===== config.mk =====
export PLATFORM = sky130hd
export DESIGN_NAME = triangle_dispatcher
export DESIGN_NICKNAME = d
export VERILOG_FILES = /design/src/rtl/triangle_dispatcher.sv
export SDC_FILE = /design/constraint.sdc
export NUM_CORES = 1
export LEC_CHECK = 0
export BUFFER_PORTS_ARGS = -buffer_cell sky130_fd_sc_hd__buf_2
export CAP_MARGIN = 20
export CORE_AREA = 5 5 295 370
export DETAILED_ROUTE_END_ITERATION = 12
export DIE_AREA = 0 0 300 375
export HOLD_SLACK_MARGIN = 0.1
export PLACE_DENSITY_LB_ADDON = 0.12
export SYNTH_ARGS = -nofsm -noshare
export SYNTH_HDL_FRONTEND = slang
export SYNTH_SLANG_ARGS = --single-unit

===== constraint.sdc =====
create_clock -name clk -period 5.48 [get_ports clk]
set_clock_uncertainty 0.2 [all_clocks]
set_input_delay 0.822 -clock clk [delete_from_list [all_inputs] [get_ports clk]]
set_output_delay 0.822 -clock clk [all_outputs]
set_load 0.02 [all_outputs]

===== src/rtl/triangle_dispatcher.sv =====
// -----------------------------------------------------------------------------
// triangle_dispatcher
//
// Queued initiator that feeds triangles to the shader. The host fills a
// ten-word staging set (nine vertex coordinates plus colour) and pushes it
// into a circular triangle queue. The dispatcher pops one entry at a time,
// presents it on the shader's vertex/colour inputs, pulses start and holds
// everything stable until the shader reports done.
//
// Optional feature macro: DEGENERATE_CULL_EN
//   defined   -> CHECK computes twice the signed triangle area from the
//                x/y coordinates and drops zero-area triangles (cull_count++)
//   undefined -> CHECK always passes to ISSUE, cull_count is tied to 0
//   Cycle timing is the same in both builds.
//
// Ports
//   clk, reset_n          clock, asynchronous active-low reset
//   wr_en/wr_addr/wr_data staging word write (0..8 vertices, 9 colour)
//   push                  enqueue the staging set as it stood before the edge
//   q_full/q_empty        queue status
//   q_count               occupied queue entries
//   overflow              sticky, set by a push that found the queue full
//   v1x..v3z, pixel_color triangle presented to the shader
//   start                 one-cycle start pulse to the shader
//   shader_done           shader completion pulse (honoured only in WAIT)
//   busy                  high whenever the FSM is not in IDLE
//   tri_done_count        completed triangles (wraps)
//   cull_count            culled triangles (wraps)
//   dbg_state             current FSM state encoding
//
// Shader handshake: start is asserted for exactly one cycle (the ISSUE
// state) with the triangle already stable on v*/pixel_color; the triangle
// stays stable until the single-cycle shader_done is seen in WAIT. A new
// start is never issued before that done has been observed.
// -----------------------------------------------------------------------------
module triangle_dispatcher #(
   parameter int DEPTH = 4,
   parameter int CW    = $clog2(DEPTH + 1)
) (
   input  logic          clk,
   input  logic          reset_n,
   input  logic          wr_en,
   input  logic [3:0]    wr_addr,
   input  logic [15:0]   wr_data,
   input  logic          push,
   output logic          q_full,
   output logic          q_empty,
   output logic [CW-1:0] q_count,
   output logic          overflow,
   output logic [15:0]   v1x,
   output logic [15:0]   v1y,
   output logic [15:0]   v1z,
   output logic [15:0]   v2x,
   output logic [15:0]   v2y,
   output logic [15:0]   v2z,
   output logic [15:0]   v3x,
   output logic [15:0]   v3y,
   output logic [15:0]   v3z,
   output logic [15:0]   pixel_color,
   output logic          start,
   input  logic          shader_done,
   output logic          busy,
   output logic [15:0]   tri_done_count,
   output logic [15:0]   cull_count,
   output logic [2:0]    dbg_state
);

   localparam int AW = $clog2(DEPTH);

   typedef enum logic [2:0] {
      S_IDLE  = 3'd0,
      S_LOAD  = 3'd1,
      S_CHECK = 3'd2,
      S_ISSUE = 3'd3,
      S_WAIT  = 3'd4
   } state_t;

   state_t r_state;

   // ---------------------------------------------------------------------------
   // Staging registers
   // ---------------------------------------------------------------------------
   logic [15:0]  r_stage [10];
   logic [159:0] w_stage_flat;

   always_ff @(posedge clk or negedge reset_n) begin
      if (!reset_n) begin
         for (int i = 0; i < 10; i++) r_stage[i] <= '0;
      end else if (wr_en && (wr_addr <= 4'd9)) begin
         r_stage[wr_addr] <= wr_data;
      end
   end

   // Word i of a queue entry lives at bits [16*i +: 16].
   always_comb begin
      w_stage_flat = '0;
      for (int i = 0; i < 10; i++) w_stage_flat[16*i +: 16] = r_stage[i];
   end

   // ---------------------------------------------------------------------------
   // Triangle queue
   // ---------------------------------------------------------------------------
   logic [159:0]  r_mem [DEPTH];
   logic [AW-1:0] r_wr_ptr;
   logic [AW-1:0] r_rd_ptr;
   logic [CW-1:0] r_count;
   logic          r_overflow;
   logic          w_full;
   logic          w_pop;
   logic          w_push_ok;
   logic [159:0]  w_head;

   assign w_full    = (r_count == CW'(DEPTH));
   // The FSM only enters LOAD from IDLE with a non-empty queue, so LOAD
   // always has a valid head to pop.
   assign w_pop     = (r_state == S_LOAD);
   // A pop on the same edge frees a slot, so a push into a full queue is
   // still accepted in that cycle.
   assign w_push_ok = push && (!w_full || w_pop);
   assign w_head    = r_mem[r_rd_ptr];

   always_ff @(posedge clk) begin
      if (w_push_ok) r_mem[r_wr_ptr] <= w_stage_flat;
   end

   always_ff @(posedge clk or negedge reset_n) begin
      if (!reset_n) begin
         r_wr_ptr   <= '0;
         r_rd_ptr   <= '0;
         r_count    <= '0;
         r_overflow <= 1'b0;
      end else begin
         if (w_push_ok) r_wr_ptr <= r_wr_ptr + AW'(1);
         if (w_pop)     r_rd_ptr <= r_rd_ptr + AW'(1);
         if (w_push_ok && !w_pop)      r_count <= r_count + CW'(1);
         else if (!w_push_ok && w_pop) r_count <= r_count - CW'(1);
         if (push && !w_push_ok) r_overflow <= 1'b1;
      end
   end

   assign q_full   = w_full;
   assign q_empty  = (r_count == '0);
   assign q_count  = r_count;
   assign overflow = r_overflow;

   // ---------------------------------------------------------------------------
   // Dispatch FSM with registered outputs
   // ---------------------------------------------------------------------------
   logic [15:0] r_v1x, r_v1y, r_v1z;
   logic [15:0] r_v2x, r_v2y, r_v2z;
   logic [15:0] r_v3x, r_v3y, r_v3z;
   logic [15:0] r_color;
   logic        r_start;
   logic [15:0] r_tri_done;
   logic        w_cull;

   always_ff @(posedge clk or negedge reset_n) begin
      if (!reset_n) begin
         r_state    <= S_IDLE;
         r_v1x      <= '0;
         r_v1y      <= '0;
         r_v1z      <= '0;
         r_v2x      <= '0;
         r_v2y      <= '0;
         r_v2z      <= '0;
         r_v3x      <= '0;
         r_v3y      <= '0;
         r_v3z      <= '0;
         r_color    <= '0;
         r_start    <= 1'b0;
         r_tri_done <= '0;
      end else begin
         case (r_state)
            S_IDLE: begin
               if (r_count != '0) r_state <= S_LOAD;
            end
            S_LOAD: begin
               r_v1x   <= w_head[  0 +: 16];
               r_v1y   <= w_head[ 16 +: 16];
               r_v1z   <= w_head[ 32 +: 16];
               r_v2x   <= w_head[ 48 +: 16];
               r_v2y   <= w_head[ 64 +: 16];
               r_v2z   <= w_head[ 80 +: 16];
               r_v3x   <= w_head[ 96 +: 16];
               r_v3y   <= w_head[112 +: 16];
               r_v3z   <= w_head[128 +: 16];
               r_color <= w_head[144 +: 16];
               r_state <= S_CHECK;
            end
            S_CHECK: begin
               if (w_cull) begin
                  r_state <= S_IDLE;
               end else begin
                  // start is registered so it is high exactly while in ISSUE.
                  r_start <= 1'b1;
                  r_state <= S_ISSUE;
               end
            end
            S_ISSUE: begin
               r_start <= 1'b0;
               r_state <= S_WAIT;
            end
            S_WAIT: begin
               if (shader_done) begin
                  r_tri_done <= r_tri_done + 16'd1;
                  r_state    <= S_IDLE;
               end
            end
            default: begin
               r_start <= 1'b0;
               r_state <= S_IDLE;
            end
         endcase
      end
   end

   // ---------------------------------------------------------------------------
   // Degenerate-triangle culling
   // ---------------------------------------------------------------------------
`ifdef DEGENERATE_CULL_EN
   logic signed [16:0] w_dx21, w_dy21, w_dx31, w_dy31;
   logic signed [33:0] w_prod_a, w_prod_b;
   logic signed [34:0] w_area2;
   logic [15:0]        r_cull_count;

   // Coordinates are unsigned, so zero-extend before differencing to keep
   // the full 17-bit signed range.
   assign w_dx21   = $signed({1'b0, r_v2x}) - $signed({1'b0, r_v1x});
   assign w_dy21   = $signed({1'b0, r_v2y}) - $signed({1'b0, r_v1y});
   assign w_dx31   = $signed({1'b0, r_v3x}) - $signed({1'b0, r_v1x});
   assign w_dy31   = $signed({1'b0, r_v3y}) - $signed({1'b0, r_v1y});
   assign w_prod_a = 34'(w_dx21) * 34'(w_dy31);
   assign w_prod_b = 34'(w_dx31) * 34'(w_dy21);
   assign w_area2  = 35'(w_prod_a) - 35'(w_prod_b);
   assign w_cull   = (w_area2 == '0);

   always_ff @(posedge clk or negedge reset_n) begin
      if (!reset_n) begin
         r_cull_count <= '0;
      end else if ((r_state == S_CHECK) && w_cull) begin
         r_cull_count <= r_cull_count + 16'd1;
      end
   end

   assign cull_count = r_cull_count;
`else
   assign w_cull     = 1'b0;
   assign cull_count = 16'd0;
`endif

   // ---------------------------------------------------------------------------
   // Output mapping
   // ---------------------------------------------------------------------------
   assign v1x            = r_v1x;
   assign v1y            = r_v1y;
   assign v1z            = r_v1z;
   assign v2x            = r_v2x;
   assign v2y            = r_v2y;
   assign v2z            = r_v2z;
   assign v3x            = r_v3x;
   assign v3y            = r_v3y;
   assign v3z            = r_v3z;
   assign pixel_color    = r_color;
   assign start          = r_start;
   assign busy           = (r_state != S_IDLE);
   assign tri_done_count = r_tri_done;
   assign dbg_state      = r_state;

endmodule


==> reports/qor.txt, run 1 <==
first-pass GRT wire length - 132,000 um
Port Buffer Count - 211
DRT Pass-1 Iters - 5
Placed Cells - 3,519
DR vias/cell - 4.85
Setup Viol. Count Final - 0
# DRC - 0
final instance area - 42,700 um^2
latest clock arrival within the worst-skew pair - 0.68 ns
CP Launch Type - flop
synth-to-layout area growth - 17.0%
Avg Inst Size Synth - 18.1 um^2
ys flop type - edfxtp_1
WL/cell - 23.8 um
number of buffers created by CTS - 101
status - finished, final reports clean
# rows - 134
DRT iter0 DRCs - 1,056
Worst Hold Class - input port to flop
fin cells - 3,716
Synth area leader - edfxtp_1
Final period util - 60.6%
clk buf depth - 3
final setup TNS - 0 ns
IO Count - 228
CTS H-tree depth - 3
Internal Power - 17.0 mW
Worst-path clk slew - 0.06 ns
Worst slew margin - 29.2%
CP required - 5.63 ns
IR drop worst, VDD - 0.338 mV
nets - 2,297
drt total wl - 88,600 um
Power Density - 586 nW/um^2
Post-synth EDFFs - 640
die width - 300 um
Sink Count - 988
initial antenna violation count - 14
RSZ-0062 raised after global routing - no
Worst EP arrival - 3.47 ns
Mapped Area - 36,500 um^2
layout cell share with drive strength beyond 1 - 31.2%
routed vias - 18,000
Psw - 8.04 mW
Root Buffer - clkbuf_16
WHS - 0.196 ns
Tmin final - 3.32 ns
Sw Share - 32.1%
post-synthesis sequential area ratio - 76.5%
Clk pwr share - 27.9%
Synth async-reset ratio - 35.2%
flops & latches, synth - 988
number of warnings issued by yosys - 0
Hold Fails Final Rpt - 0
largest net degree at the start of global routing - 110
grt total ovfl - 0
Die Ht - 375 um
sequential share of power - 45.9%
vias in the first global route - 19,400
# fillers - 9,564
# resized after CTS - 0
max-cap viol count - 0
CTS tree - done
Initial Util - 34.6%
Gate power share - 26.2%
Slew Limit Fails - 0
core region area - 106,000 um^2
Cell variety after synth - 41
CP max FO - 93
placed cell area - 39,200 um^2
Die Footprint - 113,000 um^2
Synth area leaders - edfxtp_1, dfrtp_1, mux4_2
Synth top area share - 52.6%
Mapped Cells - 2,016
worst-margin pin slew - 1.06 ns
Setup CP Type - flop to flop
most frequent cell after synthesis - edfxtp_1
Routability Congestion - 0.702
gr usage total - 15.8%
DP Wirelength - 50,400 um
leakage - 16.6 nW
Max Fclk - 0.301 GHz
Post-synth top cells - edfxtp_1, nand2_1, dfrtp_1, mux4_2, mux2_2
Final ANT Viol Nets - 0
Crit. End Element - flop
-- timing repair --
action,4_1_cts,5_1_grt
hold endpoints to repair,79,0
hold buffers,1,0
buffers inserted,0,0
-- cells in the final DEF (no fill, tap or decap), types with 5 or more instances in the layout --
cell type and n:
clkinv_1 6, buf_12 9, dfrtp_1 346, mux2_1 13, buf_2 210, ha_1 6
mux4_2 160, buf_4 27, edfxtp_1 640, nand2_1 495, conb_1 16, clkbuf_8 25
clkinvlp_4 5, inv_1 5, nor2_1 6, nand4_1 7, mux2_4 9, xnor2_1 17
clkbuf_16 107, mux2_2 139, clkbuf_1 25, clkinv_2 13
-- through the flow --
stage          power (mW)  worst slack [ns]  utilization [%]
4_1_cts              25.6              2.01             40.4
2_1_floorplan        15.8              1.44                -
5_1_grt              26.4              1.88             40.4
3_5_place_dp         18.5              2.02             37.1
6_report             25.0              2.16             40.4
3_3_place_gp         18.3              1.97             37.1
-- worst paths after layout --
| path | from | to | slack (ns) | cells past startpoint |
|---|---|---|---|---|
| setup / recovery | dbg_state[0] | r_mem[3][80] | 2.16 | 6 |
| hold / removal | shader_done | dbg_state[2] | 0.20 | 2 |
| setup reg to reg | dbg_state[0] | r_mem[3][80] | 2.16 | 6 |
| hold reg to reg | tri_done_count[15] | tri_done_count[15] | 0.26 | 1 |
| max in group asynchronous | reset_n | v1x[13] | 3.18 | 3 |
| min in group asynchronous | reset_n | v2y[13] | 0.62 | 2 |
-- critical path: stages, from the launching register on --
cell and delay (ns):
dfrtp_1 0.48, nor3b_2 0.36, inv_6 0.28, a21boi_4 0.35, and2_4 0.64, buf_12 0.30
buf_12 0.29
-- cell families (layout without fill, tap and decap cells) --
logic type               count (synthesis)  after routing  share of synthesized area [%]
multiplexers                           321            321                           14.9
XOR/XNOR                                21             21                          0.504
adder cells (fa/ha/maj)                  7              7                          0.260
buffers and inverters                  126            449                           1.67
AO/OA/AOI/OAI                            7              7                          0.151
AND/OR/NAND/NOR                        545            545                           5.97
other                                    1             18                         0.0103
flip-flops                             988            988                           76.5
-- per-layer routing --
| layer | global-route usage (%) | wire [um] | vias to the layer above |
|---|---|---|---|
| li1 | - | - | 7928 |
| met1 | 20.6 | 37600 | 9564 |
| met2 | 27.3 | 45000 | 405 |
| met3 | 2.62 | 4190 | 113 |
| met4 | 4.46 | 1800 | 6 |
| met5 | 0 | 41 | - |
-- flip-flops by register name, indices dropped and copies added, names as in the netlist, 2 cells and up --
signal	flops
r_rd_ptr	2
r_stage	160
r_mem	640
dbg_state	3
v2z	16
v1x	16
v3z	16
v3y	16
r_wr_ptr	2
v1y	16
v2y	16
tri_done_count	16
v2x	16
q_count	3
pixel_color	16
v1z	16
v3x	16
-- power groups by stage --
stage	Sequential, mW	Combinational [mW]	Clock [mW]
floorplan	12.0	3.80	0
global placement	11.6	6.78	0
detailed placement	11.7	6.83	0
CTS	11.5	6.85	7.21
global route	11.7	7.20	7.50
finish	11.5	6.56	6.99
-- final cells by class --
type	instances	area [um^2]	share of cell area, %
flip-flops and latches	988	27900	65.4
multi-input cells	917	8060	18.9
well taps	1360	1700	3.99
clock buffers	157	3120	7.30
diodes	2	5.00	0.0117
inverters	6	27.5	0.0645
clock inverters	35	314	0.736
repair buffers	251	1540	3.61
(Power assumes the default switching activity.)
==> inputs of run 2 (changes only) <==
- clock period: 5.48 -> 3.35 ns (I/O delays scaled with it)
==> run 2 against run 1 <==
Worst hold slack lost 0.031 ns. Wire length shrank 0.76%. Sequential share of layout area grew 0.098 points. Register-to-register slack lost 1.9 ns. Count of clock-buffer cells in the layout shrank 14. Die area is the same. Clock power grew 57%. Critical endpoint is now r_mem[0][106]. Global-route usage shrank 0.13 points. Via count grew 0.14%.
==> reports/qor.txt, run 2 (synthesis results as in run 1) <==
final setup TNS - 0 ns
register with the most flip-flops - r_mem
Die Footprint - 113,000 um^2
max-cap viol count - 0
biggest regs - r_mem: 640 flops, r_stage: 160 flops
Hold Fails Final Rpt - 0
commonest non-fill, non-tap cells in the layout - edfxtp_1, nand2_1, dfrtp_1, buf_2, mux4_2
first-pass GRT wire length - 131,000 um
# DRC - 0
Die Ht - 375 um
WHS - 0.164 ns
Worst Hold Class - input port to asynchronous set/reset pin
M3 GR Usage - 2.37%
routing usage on met2 - 27.3%
grt total ovfl - 0
DP Wirelength - 50,300 um
Setup Viol. Count Final - 0
Setup WS post-layout - 0.289 ns
post-place setup slack - 0.122 ns
vias in the first global route - 19,400
R2R Setup Slk - 0.29 ns
nets - 2,301
Routability Congestion - 0.714
CP peak stage delay - 0.71 ns
commonest non-fill, non-tap cell in the layout - edfxtp_1
FF-to-FF End - r_mem[0][106]
slowest CP cell - and2_4
Setup CP Type - flop to flop
busiest layer in global routing - met2
IO Count - 228
worst-margin pin slew - 1.12 ns
Port Buffer Count - 211
CTS tree - done
RSZ-0062 raised after global routing - no
Worst slew margin - 25.6%
drt total wl - 88,000 um
Worst EP arrival - 3.18 ns
die width - 300 um
gr usage total - 15.7%
Sink Count - 988
Tmin final - 3.06 ns
Power Density - 952 nW/um^2
core region area - 106,000 um^2
number of buffers created by CTS - 98
latest clock arrival within the worst-skew pair - 0.70 ns
status - finished, final reports clean
largest net degree at the start of global routing - 162
DRT iter0 DRCs - 1,140
initial antenna violation count - 11
Root Buffer - clkbuf_16
WL/cell - 23.7 um
Finished Core Util - 40.4%
DRT Pass-1 Iters - 7
DR vias/cell - 4.85
synth-to-layout area growth - 16.8%
Final ANT Viol Nets - 0
crit-path cells - nor3b_2 -> inv_6 -> a21boi_4 -> and2_4 -> buf_12
CP max FO - 65
CP required - 3.47 ns
routed vias - 18,000
Worst Setup SP - dbg_state[0]
placed cell area - 39,300 um^2
final instance area - 42,600 um^2
CTS H-tree depth - 3
max reg flops - 640
Initial Util - 34.6%
Max Fclk - 0.327 GHz
Slew Limit Fails - 0
layout cell share with drive strength beyond 1 - 31.1%
clk buf depth - 3
leakage - 16.5 nW
worst reg2reg startpoint - dbg_state[0]
worst-case reg-to-reg path depth - 5
# rows - 134
Worst-path clk slew - 0.06 ns
Post-CTS Setup Inserts - 0
Final period util - 91.4%
Crit. End Element - flop
CP Launch Type - flop
IR drop worst, VDD - 0.641 mV
met1 usage - 20.5%
-- run 2: stage by stage --
step           power (mW)  instances
3_3_place_gp         30.1       3526
5_1_grt              42.9       3715
3_5_place_dp         30.3       3526
2_1_floorplan        25.8       2031
4_1_cts              41.5       3715
6_report             40.6       3718
-- run 2: routing by layer --
metal	vias to the layer above	share of wire [%]
met5	-	0
met2	396	52
met4	0	1.7
li1	7944	-
met1	9601	42
met3	101	4.4
-- run 2: report_power, final --
group          total, mW  internal [mW]  switching, mW
combinational       11.1           4.22           6.85
sequential          18.5           16.9           1.59
clock               11.0           6.26           4.73
-- run 2: worst max path at each step --
| stage | end | slack [ns] | cells past startpoint |
|---|---|---|---|
| floorplan | r_mem[0][0] | -0.69 | 7 |
| global placement | r_mem[1][68] | 0.14 | 5 |
| detailed placement | r_mem[2][85] | 0.12 | 5 |
| CTS | r_mem[2][100] | 0.09 | 5 |
| global route | r_mem[0][97] | 0.1 | 5 |
| finish | r_mem[0][106] | 0.29 | 5 |
-- run 2: final cells by class --
cell class / count / area (um^2)
antenna: 3 / 7.51
clock buffer: 143 / 2810
clock inverter: 43 / 429
fill: 9604 / 63000
inverter: 6 / 27.5
multi-input combinational: 917 / 8060
sequential: 988 / 27900
tap: 1360 / 1700
timing repair buffer: 258 / 1660
-- run 2: worst max-delay path, delay by kind of cell (launching register included) --
kind / cells / cell delay (ns)
DFF: 1 / 0.49
buffers and inverters: 2 / 0.53
and+or+nand+nor: 2 / 1.17
AOI/OAI and AO/OA: 1 / 0.22
-- run 2: what timing repair did --
item | in CTS | in global routing
resized for setup | 0 | 3
endpoints found under the setup margin | 0 | 12
hold endpoints to repair | 343 | 0
hold buffers | 3 | 0
==> inputs of run 3 (changes only) <==
==> constraint.sdc (replaced) <==
create_clock -name clk -period 3.35 [get_ports clk]
set_clock_uncertainty 0.2 [all_clocks]
set_input_delay 0.67 -clock clk [delete_from_list [all_inputs] [get_ports clk]]
set_output_delay 0.67 -clock clk [all_outputs]
set_load 0.02 [all_outputs]
==> run 3 against run 2 <==
Clock power is 5% higher. Global-route usage is 0.17 points higher. Setup slack better by 0.18 ns. Flip-flop and latch count did not move. Sequential share of layout area down 0.43 points. First-iteration DRC count increased by 0.96%. Core utilization is 0.27 points higher.
==> reports/qor.txt, run 3 (synthesis results as in run 1) <==
Die Footprint - 113,000 um^2
clk buf depth - 3
Max Fclk - 0.347 GHz
placed cell area - 39,400 um^2
CP Launch Type - flop
worst reg2reg startpoint - dbg_state[0]
nets - 2,307
# DRC - 0
latest clock arrival within the worst-skew pair - 0.69 ns
CP max FO - 33
CP peak stage delay - 0.53 ns
Final ANT Viol Nets - 0
# resized after CTS - 0
status - finished, final reports clean
Setup Viol. Count Final - 0
worst-margin pin slew - 0.858 ns
vias in the first global route - 19,500
Crit. End Element - flop
register with the most flip-flops - r_mem
Worst EP arrival - 2.99 ns
Tmin final - 2.88 ns
CTS H-tree depth - 3
Sink Count - 988
number of buffers created by CTS - 100
RSZ-0062 raised after global routing - no
worst-case reg-to-reg path depth - 5
Worst slew margin - 42.8%
biggest regs - r_mem: 640 flops, r_stage: 160 flops
Hold Fails Final Rpt - 0
commonest non-fill, non-tap cell in the layout - edfxtp_1
Worst-path clk slew - 0.06 ns
grt total ovfl - 0
DP Wirelength - 50,900 um
final instance area - 42,900 um^2
Worst Hold Class - flop to flop
Setup CP Type - flop to flop
Slew Limit Fails - 0
CP required - 3.45 ns
Port Buffer Count - 211
routed vias - 18,100
initial antenna violation count - 12
DRT Pass-1 Iters - 5
max reg flops - 640
Die Ht - 375 um
crit path capture - r_mem[0][24]
FF-to-FF End - r_mem[0][24]
die width - 300 um
# fillers - 9,552
commonest non-fill, non-tap cells in the layout - edfxtp_1, nand2_1, dfrtp_1, buf_2, mux4_2
# diodes - 0
CTS tree - done
max-cap viol count - 0
fin cells - 3,723
Initial Util - 34.6%
largest net degree at the start of global routing - 163
IO Count - 228
first-pass GRT wire length - 132,000 um
WL/cell - 23.8 um
leakage - 16.7 nW
slowest CP cell - buf_4
IR drop worst, VDD - 0.608 mV
R2R Setup Slk - 0.47 ns
Routability Congestion - 0.712
gr usage total - 15.8%
Worst Setup SP - dbg_state[0]
# rows - 134
Root Buffer - clkbuf_16
crit-path cells - nor3b_2 -> inv_6 -> a21boi_4 -> and2_4 -> buf_4
synth-to-layout area growth - 17.6%
Power Density - 960 nW/um^2
Final period util - 86.1%
DRT iter0 DRCs - 1,151
core region area - 106,000 um^2
drt total wl - 88,700 um
DR vias/cell - 4.86
Hold Startpoint - v1z[1]
layout cell share with drive strength beyond 1 - 31.2%
Placed Cells - 3,530
## run 3: per-stage QoR
step	power, mW	util (%)	TNS, ns	setup WS [ns]	hold WS, ns
after global placement	30.2	37.3	0	0.440	0.252
after floorplan	25.8	-	-441.04	-0.689	0.174
after CTS	42.2	40.6	0	0.405	0.268
after global routing	43.6	40.6	0	0.265	0.287
final	41.2	40.6	0	0.466	0.267
after detailed placement	30.4	37.3	0	0.407	0.254
## run 3: report_power, final
group / switching (mW) / total (mW) / internal [mW]
clock: 4.71 / 11.6 / 6.86
sequential: 1.60 / 18.5 / 16.9
combinational: 6.85 / 11.1 / 4.27
total: 13.2 / 41.2 / 28.1
## run 3: per-layer routing
| metal | share of wire [%] | wire length (um) | global-route usage [%] |
|---|---|---|---|
| met1 | 43 | 38000 | 20.9 |
| met2 | 51 | 45100 | 27.3 |
| met3 | 4.7 | 4150 | 2.73 |
| met4 | 1.8 | 1550 | 3.99 |
| met5 | 0 | 0 | 0 |
## run 3: area by class of cell
class,count,area (um^2),area share (%)
clock buffers,136,2830,6.60
clock inverters,54,604,1.41
inverters,6,27.5,0.0641
multi-input cells,917,8060,18.8
flip-flops and latches,988,27900,65.1
well taps,1360,1700,3.97
repair buffers,262,1760,4.09
## run 3: worst min path at each step
stage                               endpoint  slack, ns  depth (start not counted)
after global routing      tri_done_count[15]       0.29                          1
after detailed placement            overflow       0.25                          1
after floorplan                 dbg_state[0]       0.17                          0
after global placement              overflow       0.25                          1
after CTS                           overflow       0.27                          1
final                                 v1z[1]       0.27                          2
## run 3: timing repair
item	CTS	global route
hold endpoints to repair	50	0
hold buffers	3	0
buffers inserted	0	0
## run 3: worst max-delay path, delay by kind of cell, from the launching register on
family          cells  cell delay, ns
simple gates        2            0.89
flops               1            0.49
compound gates      1            0.30
buf+inv             2            0.61
